`config.mk`:
```
export PLATFORM = sky130hd
export DESIGN_NAME = ant_freq_meter
export DESIGN_NICKNAME = d
export VERILOG_FILES = /design/src/rtl/theremin_pkg.sv /design/src/rtl/ant_edge_sync.sv /design/src/rtl/ant_freq_meter.sv
export SDC_FILE = /design/constraint.sdc
export NUM_CORES = 1
export LEC_CHECK = 0
export BUFFER_PORTS_ARGS = -buffer_cell sky130_fd_sc_hd__clkbuf_2
export CORE_MARGIN = 2
export CORE_UTILIZATION = 60
export CTS_BUF_LIST = sky130_fd_sc_hd__clkbuf_8
export CTS_CLUSTER_SIZE = 20
export DETAILED_ROUTE_END_ITERATION = 10
export HOLD_SLACK_MARGIN = 0.1
export PLACE_DENSITY = 0.79
export REMOVE_ABC_BUFFERS = 1
export SKIP_LAST_GASP = 1
export SLEW_MARGIN = 20
export SYNTH_ARGS = -nofsm -noshare
export SYNTH_HDL_FRONTEND = slang
export SYNTH_SLANG_ARGS = --single-unit
```
`constraint.sdc`:
```
create_clock -name clk_100 -period 5.9 [get_ports clk_100]
set_clock_uncertainty 0.15 [all_clocks]
set_input_delay 0 -clock clk_100 [delete_from_list [all_inputs] [get_ports clk_100]]
set_output_delay 0 -clock clk_100 [all_outputs]
set_load 0.005 [all_outputs]
```
`src/rtl/theremin_pkg.sv`:
```
// Shared types and defaults for the antenna frequency meter.
// Holds the measurement state enum and the default gate length and count width.
package theremin_pkg;

    typedef enum logic [0:0] {
        ST_IDLE    = 1'b0,
        ST_MEASURE = 1'b1
    } meter_state_e;

    localparam logic [31:0] GATE_CYCLES_DEF = 32'd1_000_000;
    localparam int          CNT_W_DEF       = 24;

endpackage

```
`src/rtl/ant_edge_sync.sv`:
```
// Brings the asynchronous antenna comparator output into clk_100 and emits a
// one-cycle pulse per rising edge, three cycles after the pin transition.
module ant_edge_sync (
    input  logic clk_100,
    input  logic reset_n,
    input  logic ant_in,
    output logic edge_pulse
);

    logic sync1_q;
    logic sync2_q;
    logic prev_q;
    logic edge_q;

    always_ff @(posedge clk_100) begin
        if (!reset_n) begin
            sync1_q <= 1'b0;
            sync2_q <= 1'b0;
            prev_q  <= 1'b0;
            edge_q  <= 1'b0;
        end else begin
            sync1_q <= ant_in;
            sync2_q <= sync1_q;
            prev_q  <= sync2_q;
            edge_q  <= sync2_q & ~prev_q;
        end
    end

    assign edge_pulse = edge_q;

endmodule

```
`src/rtl/ant_freq_meter.sv`:
```
// Gated rising-edge counter for the antenna oscillator: counts edges over
// GATE_CYCLES-long windows and hands each result over a valid/ready port.
//
// state      | meaning
// ST_IDLE    | stopped; waiting for enable, counters parked at zero
// ST_MEASURE | gate window running; edges accumulate until the last cycle
module ant_freq_meter
    import theremin_pkg::*;
#(
    parameter logic [31:0] GATE_CYCLES = GATE_CYCLES_DEF,
    parameter int          CNT_W       = CNT_W_DEF
) (
    input  logic             clk_100,
    input  logic             reset_n,
    input  logic             ant_in,
    input  logic             enable,
    output logic [CNT_W-1:0] freq_count,
    output logic             freq_valid,
    input  logic             freq_ready,
    output logic             no_signal,
    output logic             overflow,
    output logic             overrun
);

    localparam logic [CNT_W-1:0] CNT_MAX   = '1;
    localparam logic [31:0]      GATE_LAST = GATE_CYCLES - 32'd1;

    logic edge_pulse;

    meter_state_e     state_q,   state_d;
    logic [31:0]      gate_q,    gate_d;
    logic [CNT_W-1:0] cnt_q,     cnt_d;
    logic             sat_q,     sat_d;
    logic [CNT_W-1:0] fcount_q,  fcount_d;
    logic             valid_q,   valid_d;
    logic             nosig_q,   nosig_d;
    logic             ovfl_q,    ovfl_d;
    logic             overrun_q, overrun_d;

    logic [CNT_W-1:0] cnt_inc;
    logic             sat_inc;
    logic             last_cycle;
    logic             load;

    ant_edge_sync u_edge_sync (
        .clk_100    (clk_100),
        .reset_n    (reset_n),
        .ant_in     (ant_in),
        .edge_pulse (edge_pulse)
    );

    always_ff @(posedge clk_100) begin
        if (!reset_n) begin
            state_q   <= ST_IDLE;
            gate_q    <= '0;
            cnt_q     <= '0;
            sat_q     <= 1'b0;
            fcount_q  <= '0;
            valid_q   <= 1'b0;
            nosig_q   <= 1'b0;
            ovfl_q    <= 1'b0;
            overrun_q <= 1'b0;
        end else begin
            state_q   <= state_d;
            gate_q    <= gate_d;
            cnt_q     <= cnt_d;
            sat_q     <= sat_d;
            fcount_q  <= fcount_d;
            valid_q   <= valid_d;
            nosig_q   <= nosig_d;
            ovfl_q    <= ovfl_d;
            overrun_q <= overrun_d;
        end
    end

    always_comb begin
        state_d    = state_q;
        gate_d     = gate_q;
        cnt_d      = cnt_q;
        sat_d      = sat_q;
        fcount_d   = fcount_q;
        valid_d    = valid_q;
        nosig_d    = nosig_q;
        ovfl_d     = ovfl_q;
        overrun_d  = 1'b0;
        load       = 1'b0;
        last_cycle = (gate_q == GATE_LAST);

        // Count including this cycle's edge; the counter sticks at full scale.
        cnt_inc = cnt_q;
        sat_inc = sat_q;
        if (edge_pulse) begin
            if (cnt_q == CNT_MAX) begin
                sat_inc = 1'b1;
            end else begin
                cnt_inc = cnt_q + CNT_W'(1);
            end
        end

        case (state_q)
            ST_IDLE: begin
                if (enable) begin
                    state_d = ST_MEASURE;
                    gate_d  = '0;
                    cnt_d   = '0;
                    sat_d   = 1'b0;
                end
            end
            ST_MEASURE: begin
                if (last_cycle) begin
                    // Result is taken even if enable just fell; enable only
                    // decides whether the next window follows without a gap.
                    load    = 1'b1;
                    gate_d  = '0;
                    cnt_d   = '0;
                    sat_d   = 1'b0;
                    state_d = enable ? ST_MEASURE : ST_IDLE;
                end else if (!enable) begin
                    state_d = ST_IDLE;
                    gate_d  = '0;
                    cnt_d   = '0;
                    sat_d   = 1'b0;
                end else begin
                    gate_d = gate_q + 32'd1;
                    cnt_d  = cnt_inc;
                    sat_d  = sat_inc;
                end
            end
            default: begin
                state_d = ST_IDLE;
            end
        endcase

        if (valid_q && freq_ready) begin
            valid_d = 1'b0;
        end

        if (load) begin
            fcount_d  = cnt_inc;
            nosig_d   = (cnt_inc == '0);
            ovfl_d    = sat_inc;
            valid_d   = 1'b1;
            overrun_d = valid_q & ~freq_ready;
        end
    end

    assign freq_count = fcount_q;
    assign freq_valid = valid_q;
    assign no_signal  = nosig_q;
    assign overflow   = ovfl_q;
    assign overrun    = overrun_q;

endmodule
```
==> Word-level counts from Yosys, hierarchy flattened <==
Cells that the tools add are included.
{ "classes": {"add_sub_neg": 2, "n_eq_ne": 3, "n_mux": 21, "n_bitwise": 5, "reduce_logical": 4} }
{ "ops": {"columns": ["operator", "n"], "rows": [
  ["24-bit 2-to-1 mux", 5],
  ["32-bit 2-to-1 mux", 3],
  ["32-bit case mux with 2 select lines", 1],
  ["24-bit case mux with 2 select lines", 1],
  ["32-bit by 1-bit adder with 32-bit output, second input constant", 1],
  ["32-bit by 20-bit equality test with 1-bit output, second input constant", 1],
  ["24-bit by 1-bit adder with 24-bit output, second input constant", 1],
  ["24-bit equality test, second input constant", 1],
  ["24-bit zero test", 1],
  ["1-bit 2-to-1 mux", 10],
  ["1-bit inverter", 3],
  ["1-bit bitwise AND", 2],
  ["2-bit inequality test, second input constant", 1],
  ["1-bit case mux with 2 select lines", 1],
  ["2-bit AND reduction", 1],
  ["2-bit nonzero test", 1],
  ["1-bit logical AND", 1]
]} }
{ "totals": {"reg_bits": 90, "output_inout_bits": 28, "wordCells": 48} }

==> Longest topological paths before layout <==
{ "logic_depth": {"depth_word": 6, "ltp_mapped": 9, "depth_no_buf": 8} }

==> Hierarchy <==
Synthesis repeated with hierarchy kept, for this count alone.
{ "unflattened": {"cells_unflattened": 620, "area_unflattened_um2": 4814.6} }
{ "by_module_without_submodules": {"columns": ["mod", "n_inst", "cells_per_inst", "area_per_inst_um2", "seq_area_each_um2"], "rows": [
  ["ant_freq_meter", 1, 612, 4703.3, 1721.7],
  ["ant_edge_sync", 1, 8, 111.4, 80.1]
]} }

==> Worst setup path after synthesis <==
Ideal clock, no wire load.
{ "synth_path": {"path_type": "reg-to-reg", "from": "reg gate_q[12]", "to": "reg gate_q[31]", "setup_time_ns": 0.116, "arrival_ns": 2.117, "required_ns": 5.634, "path_slack_ns": 3.517, "stages_incl_launch_ff": 9, "path_buffers": 1, "synth_period_minus_slack_ns": 2.383, "cell_sequence": "dfxtp_1 -> buf_2 -> nand4_1 -> or3_1 -> nor4_2 -> nand4_1 -> o31ai_1 -> nand3_1 -> o211a_1"} }
{ "synth_via": {"elab_chain_cells": 4} }
{ "synth_lines": {"columns": ["item", "line_no", "text"], "rows": [
  ["start: declaration", "ant_freq_meter.sv:31", "logic [31:0] gate_q, gate_d;"],
  ["start signal: assignment", "ant_freq_meter.sv:65", "gate_q <= gate_d;"],
  ["32-bit by 1-bit adder with 32-bit output", "ant_freq_meter.sv:124", "gate_d = gate_q + 32'd1;"],
  ["32-bit 2-to-1 mux", "ant_freq_meter.sv:118", "end else if (!enable) begin"],
  ["32-bit 2-to-1 mux *", "ant_freq_meter.sv:110", "if (last_cycle) begin"],
  ["32-bit case mux with 2 select lines *", "ant_freq_meter.sv:100", "case (state_q)"]
]} }
Every way passes the cells marked *; elsewhere a longest branch is shown, timed or not.
A chain may end at the register's enable or synchronous reset.

==> Worst setup path in the final report <==
{ "layout_path": {"from": "reg gate_q[13]", "to": "reg gate_q[11]"} }
{ "layout_via": {"elab_chain_cells": 3} }
{ "layout_lines": {"columns": ["item", "line_no", "text"], "rows": [
  ["32-bit by 20-bit equality test with 1-bit output", "ant_freq_meter.sv:87", "last_cycle = (gate_q == GATE_LAST);"],
  ["32-bit 2-to-1 mux", "ant_freq_meter.sv:110", null],
  ["32-bit case mux with 2 select lines", "ant_freq_meter.sv:100", null]
]} }
No other way between the ends.

==> impl_metrics.json <==
{
  "grtUsageMet1_pct": 40.2,
  "reg2reg_slack_ns": 2.76,
  "endpoint": "gate_q[11]$_SDFFE_PN0P_",
  "hold_path_class": "input port to flip-flop",
  "hold_slack_ns": 0.163,
  "cp_max_fo": 35,
  "place_hpwl_um": 8310,
  "cts_buffer_depth": 2,
  "peakVddDrop_uv": 204,
  "wl_per_cell_um": 16.8,
  "hold_viol_final": 0,
  "use_met2_pct": 38.8,
  "syn_inst": 630,
  "cts_sinks": 90,
  "globalplace.congestion": 0.906,
  "drive_above_1_share_pct": 11.5,
  "insertion_delay_ns": 0.37,
  "rr_worst_depth": 8,
  "final_nets": 643,
  "areaGrowthSynthToFinish_pct": 5.64,
  "syn_area_per_cell_sq_um": 8.24,
  "synth_top_area_cell": "dfxtp_1",
  "post-cts-setup-buffers": 0,
  "ant_nets": 0,
  "seq_area_frac_synth_pct": 34.7,
  "fin_crit_ns": 3.14,
  "ys_warn_count": 0,
  "drt_iter0_drc": 399,
  "vias": 4827,
  "htreeDepth": 3,
  "drtPass1Iterations": 5,
  "die-width_um": 97.0,
  "reg2reg_from": "gate_q[13]$_SDFFE_PN0P_",
  "routed_wl_um": 12600,
  "ys_top_cells_by_area": "dfxtp_1 35%, nand2_1 5.6%, o211a_1 4.6%",
  "ys_ff_latch": 90,
  "max_flop_register": "gate_q",
  "rows": 33,
  "avgViaCountPerCell": 6.47,
  "core-area_sq_um": 8300,
  "grt_pass1_wl_um": 21400,
  "synth_flop_cell": "dfxtp_1",
  "synth_edf_count": 0,
  "worstPathRequired_ns": 6.01,
  "largest_reg_flops": 32,
  "rsz0062_at_grt": "false",
  "synth_top_area_share_pct": 34.7,
  "startpoint_type": "flip-flop",
  "grt_busiest_layer": "met1",
  "grt_usage_pct": 27.2,
  "antenna_found_initial": 0,
  "drcViolationCount": 0,
  "portBuffers": 32,
  "cellPowerDensity_nw_per_um2": 192,
  "syn-cell-area_sq_um": 5190,
  "grt_pass1_vias": 4365,
  "cts_tree": "built",
  "initial_utilization_pct": 62.6,
  "grt_overflow": 0,
  "grt_start_max_net_pins": 91,
  "netlist_top_cells_count": "90 x dfxtp_1, 77 x nand2_1, 44 x o21ai_0",
  "tightest_slew_ns": 1.03,
  "cts.clk_slew.worst_paths_ns": 0.09,
  "finalCritPeriodShare_pct": 53.2,
  "total_leakage_power_nw": 2.11,
  "cts_made_buffers": 9,
  "maxSlewHeadroom_pct": 30.8,
  "power.total_mw": 1.05,
  "drv_cap": 0,
  "status": "complete, no violations",
  "async_flop_share_pct": 0,
  "synth.most_common_cell": "dfxtp_1",
  "arrival_ns": 3.24,
  "worstSetupPathType": "flip-flop to flip-flop",
  "cp-end-kind": "flip-flop",
  "die_y_um": 97.0,
  "setup_viol_count_final": 0,
  "slew_violations": 0,
  "ios": 33,
  "ys_types": 65,
  "cts_root_buf": "clkbuf_8",
  "r2r_end": "gate_q[11]$_SDFFE_PN0P_",
  "die_area_sq_um": 9420,
  "fmax_mhz": 319,
  "use_met3_pct": 5.85,
  "finalSetupTns_ns": 0,
  "diodes": 0,
  "startpoint": "gate_q[13]$_SDFFE_PN0P_"
}
==> per-stage QoR <==
step / setup WS [ns] / cell area [sq um] / util, % / cells
2_1_floorplan: 3.08 / 4940 / - / 585
6_report: 2.76 / 5490 / 66.1 / 746
3_3_place_gp: 2.95 / 5280 / 63.6 / 727
4_1_cts: 2.82 / 5490 / 66.1 / 746
5_1_grt: 2.49 / 5490 / 66.1 / 746
3_5_place_dp: 2.85 / 5280 / 63.6 / 727
==> logic make-up (layout without fill, tap and decap cells) <==
| family | after synthesis | in the layout | synth area share, % |
|---|---|---|---|
| AND/OR/NAND/NOR | 300 | 300 | 32.9 |
| AO/OA/AOI/OAI | 154 | 154 | 21.0 |
| flip-flops | 90 | 90 | 34.7 |
| buffers and inverters | 53 | 64 | 5.42 |
| XOR/XNOR | 19 | 19 | 3.20 |
| multiplexers | 12 | 12 | 2.31 |
| adder cells (fa/ha/maj) | 2 | 2 | 0.482 |
==> repair_timing <==
item	CTS	global route
resized for setup	0	0
hold buffers	3	0
hold endpoints to repair	5	0
==> report_power, final <==
group | leakage, nW | internal, mW | switching (mW)
combinational | 1.30 | 0.0151 | 0.0332
clock | 0.0837 | 0.155 | 0.239
sequential | 0.725 | 0.609 | 0.00161
total | 2.11 | 0.779 | 0.274
==> cell usage in the layout, fill, tap and decap left out, types with 8 or more instances in the layout <==
| master | netlist | final |
|---|---|---|
| nor2b_1 | 31 | 31 |
| o211a_1 | 24 | 24 |
| nor3_1 | 27 | 27 |
| nor2_1 | 19 | 19 |
| inv_1 | 8 | 9 |
| o21ai_0 | 44 | 44 |
| a22oi_1 | 10 | 10 |
| clkbuf_8 | 5 | 9 |
| a21boi_0 | 8 | 8 |
| a21oi_1 | 27 | 27 |
| nor4_1 | 13 | 13 |
| nand3_1 | 23 | 23 |
| and2_1 | 25 | 25 |
| and4_1 | 12 | 12 |
| nand2_1 | 77 | 77 |
| mux2i_1 | 12 | 12 |
| clkbuf_2 | 0 | 32 |
| xnor2_1 | 12 | 12 |
| nand4_1 | 25 | 25 |
| dfxtp_1 | 90 | 90 |
==> final cells by class <==
class,count,area (sq um)
Clock buffer,9,124
Clock inverter,7,52.6
Fill cell,725,2810
Inverter,8,30.0
Multi-Input combinational cell,487,3120
Sequential cell,90,1800
Tap cell,105,131
Timing Repair Buffer,40,228
==> routing by layer <==
metal / share of wire, % / up-vias
li1: - / 2352
met1: 48 / 2254
met4: 1.9 / 0
met2: 42 / 200
met5: 0 / -
met3: 7.7 / 21
==> worst min-delay path by stage <==
stage | slack (ns) | end | startpoint | cells after the start
3_5_place_dp | 0.06 | u_edge_sync.sync1_q$_SDFF_PN0_ | ant_in | 2
6_report | 0.16 | freq_count[10]$_SDFFE_PN0P_ | reset_n | 3
4_1_cts | 0.15 | gate_q[20]$_SDFFE_PN0P_ | reset_n | 4
3_3_place_gp | 0.06 | u_edge_sync.sync1_q$_SDFF_PN0_ | ant_in | 2
2_1_floorplan | -0.03 | freq_valid$_SDFFE_PN0P_ | reset_n | 1
5_1_grt | 0.21 | freq_count[4]$_SDFFE_PN0P_ | reset_n | 3
==> critical path, cell delays in order (launching register included) <==
cell and delay [ns]:
dfxtp_1 0.40, nor4b_1 0.49, nand4_1 0.28, o31ai_4 0.74, buf_4 0.48, o21ai_0 0.15, nand2_1 0.10, o21ai_0 0.07
and2_1 0.16
Note: power is estimated with default switching activity, not from simulation.
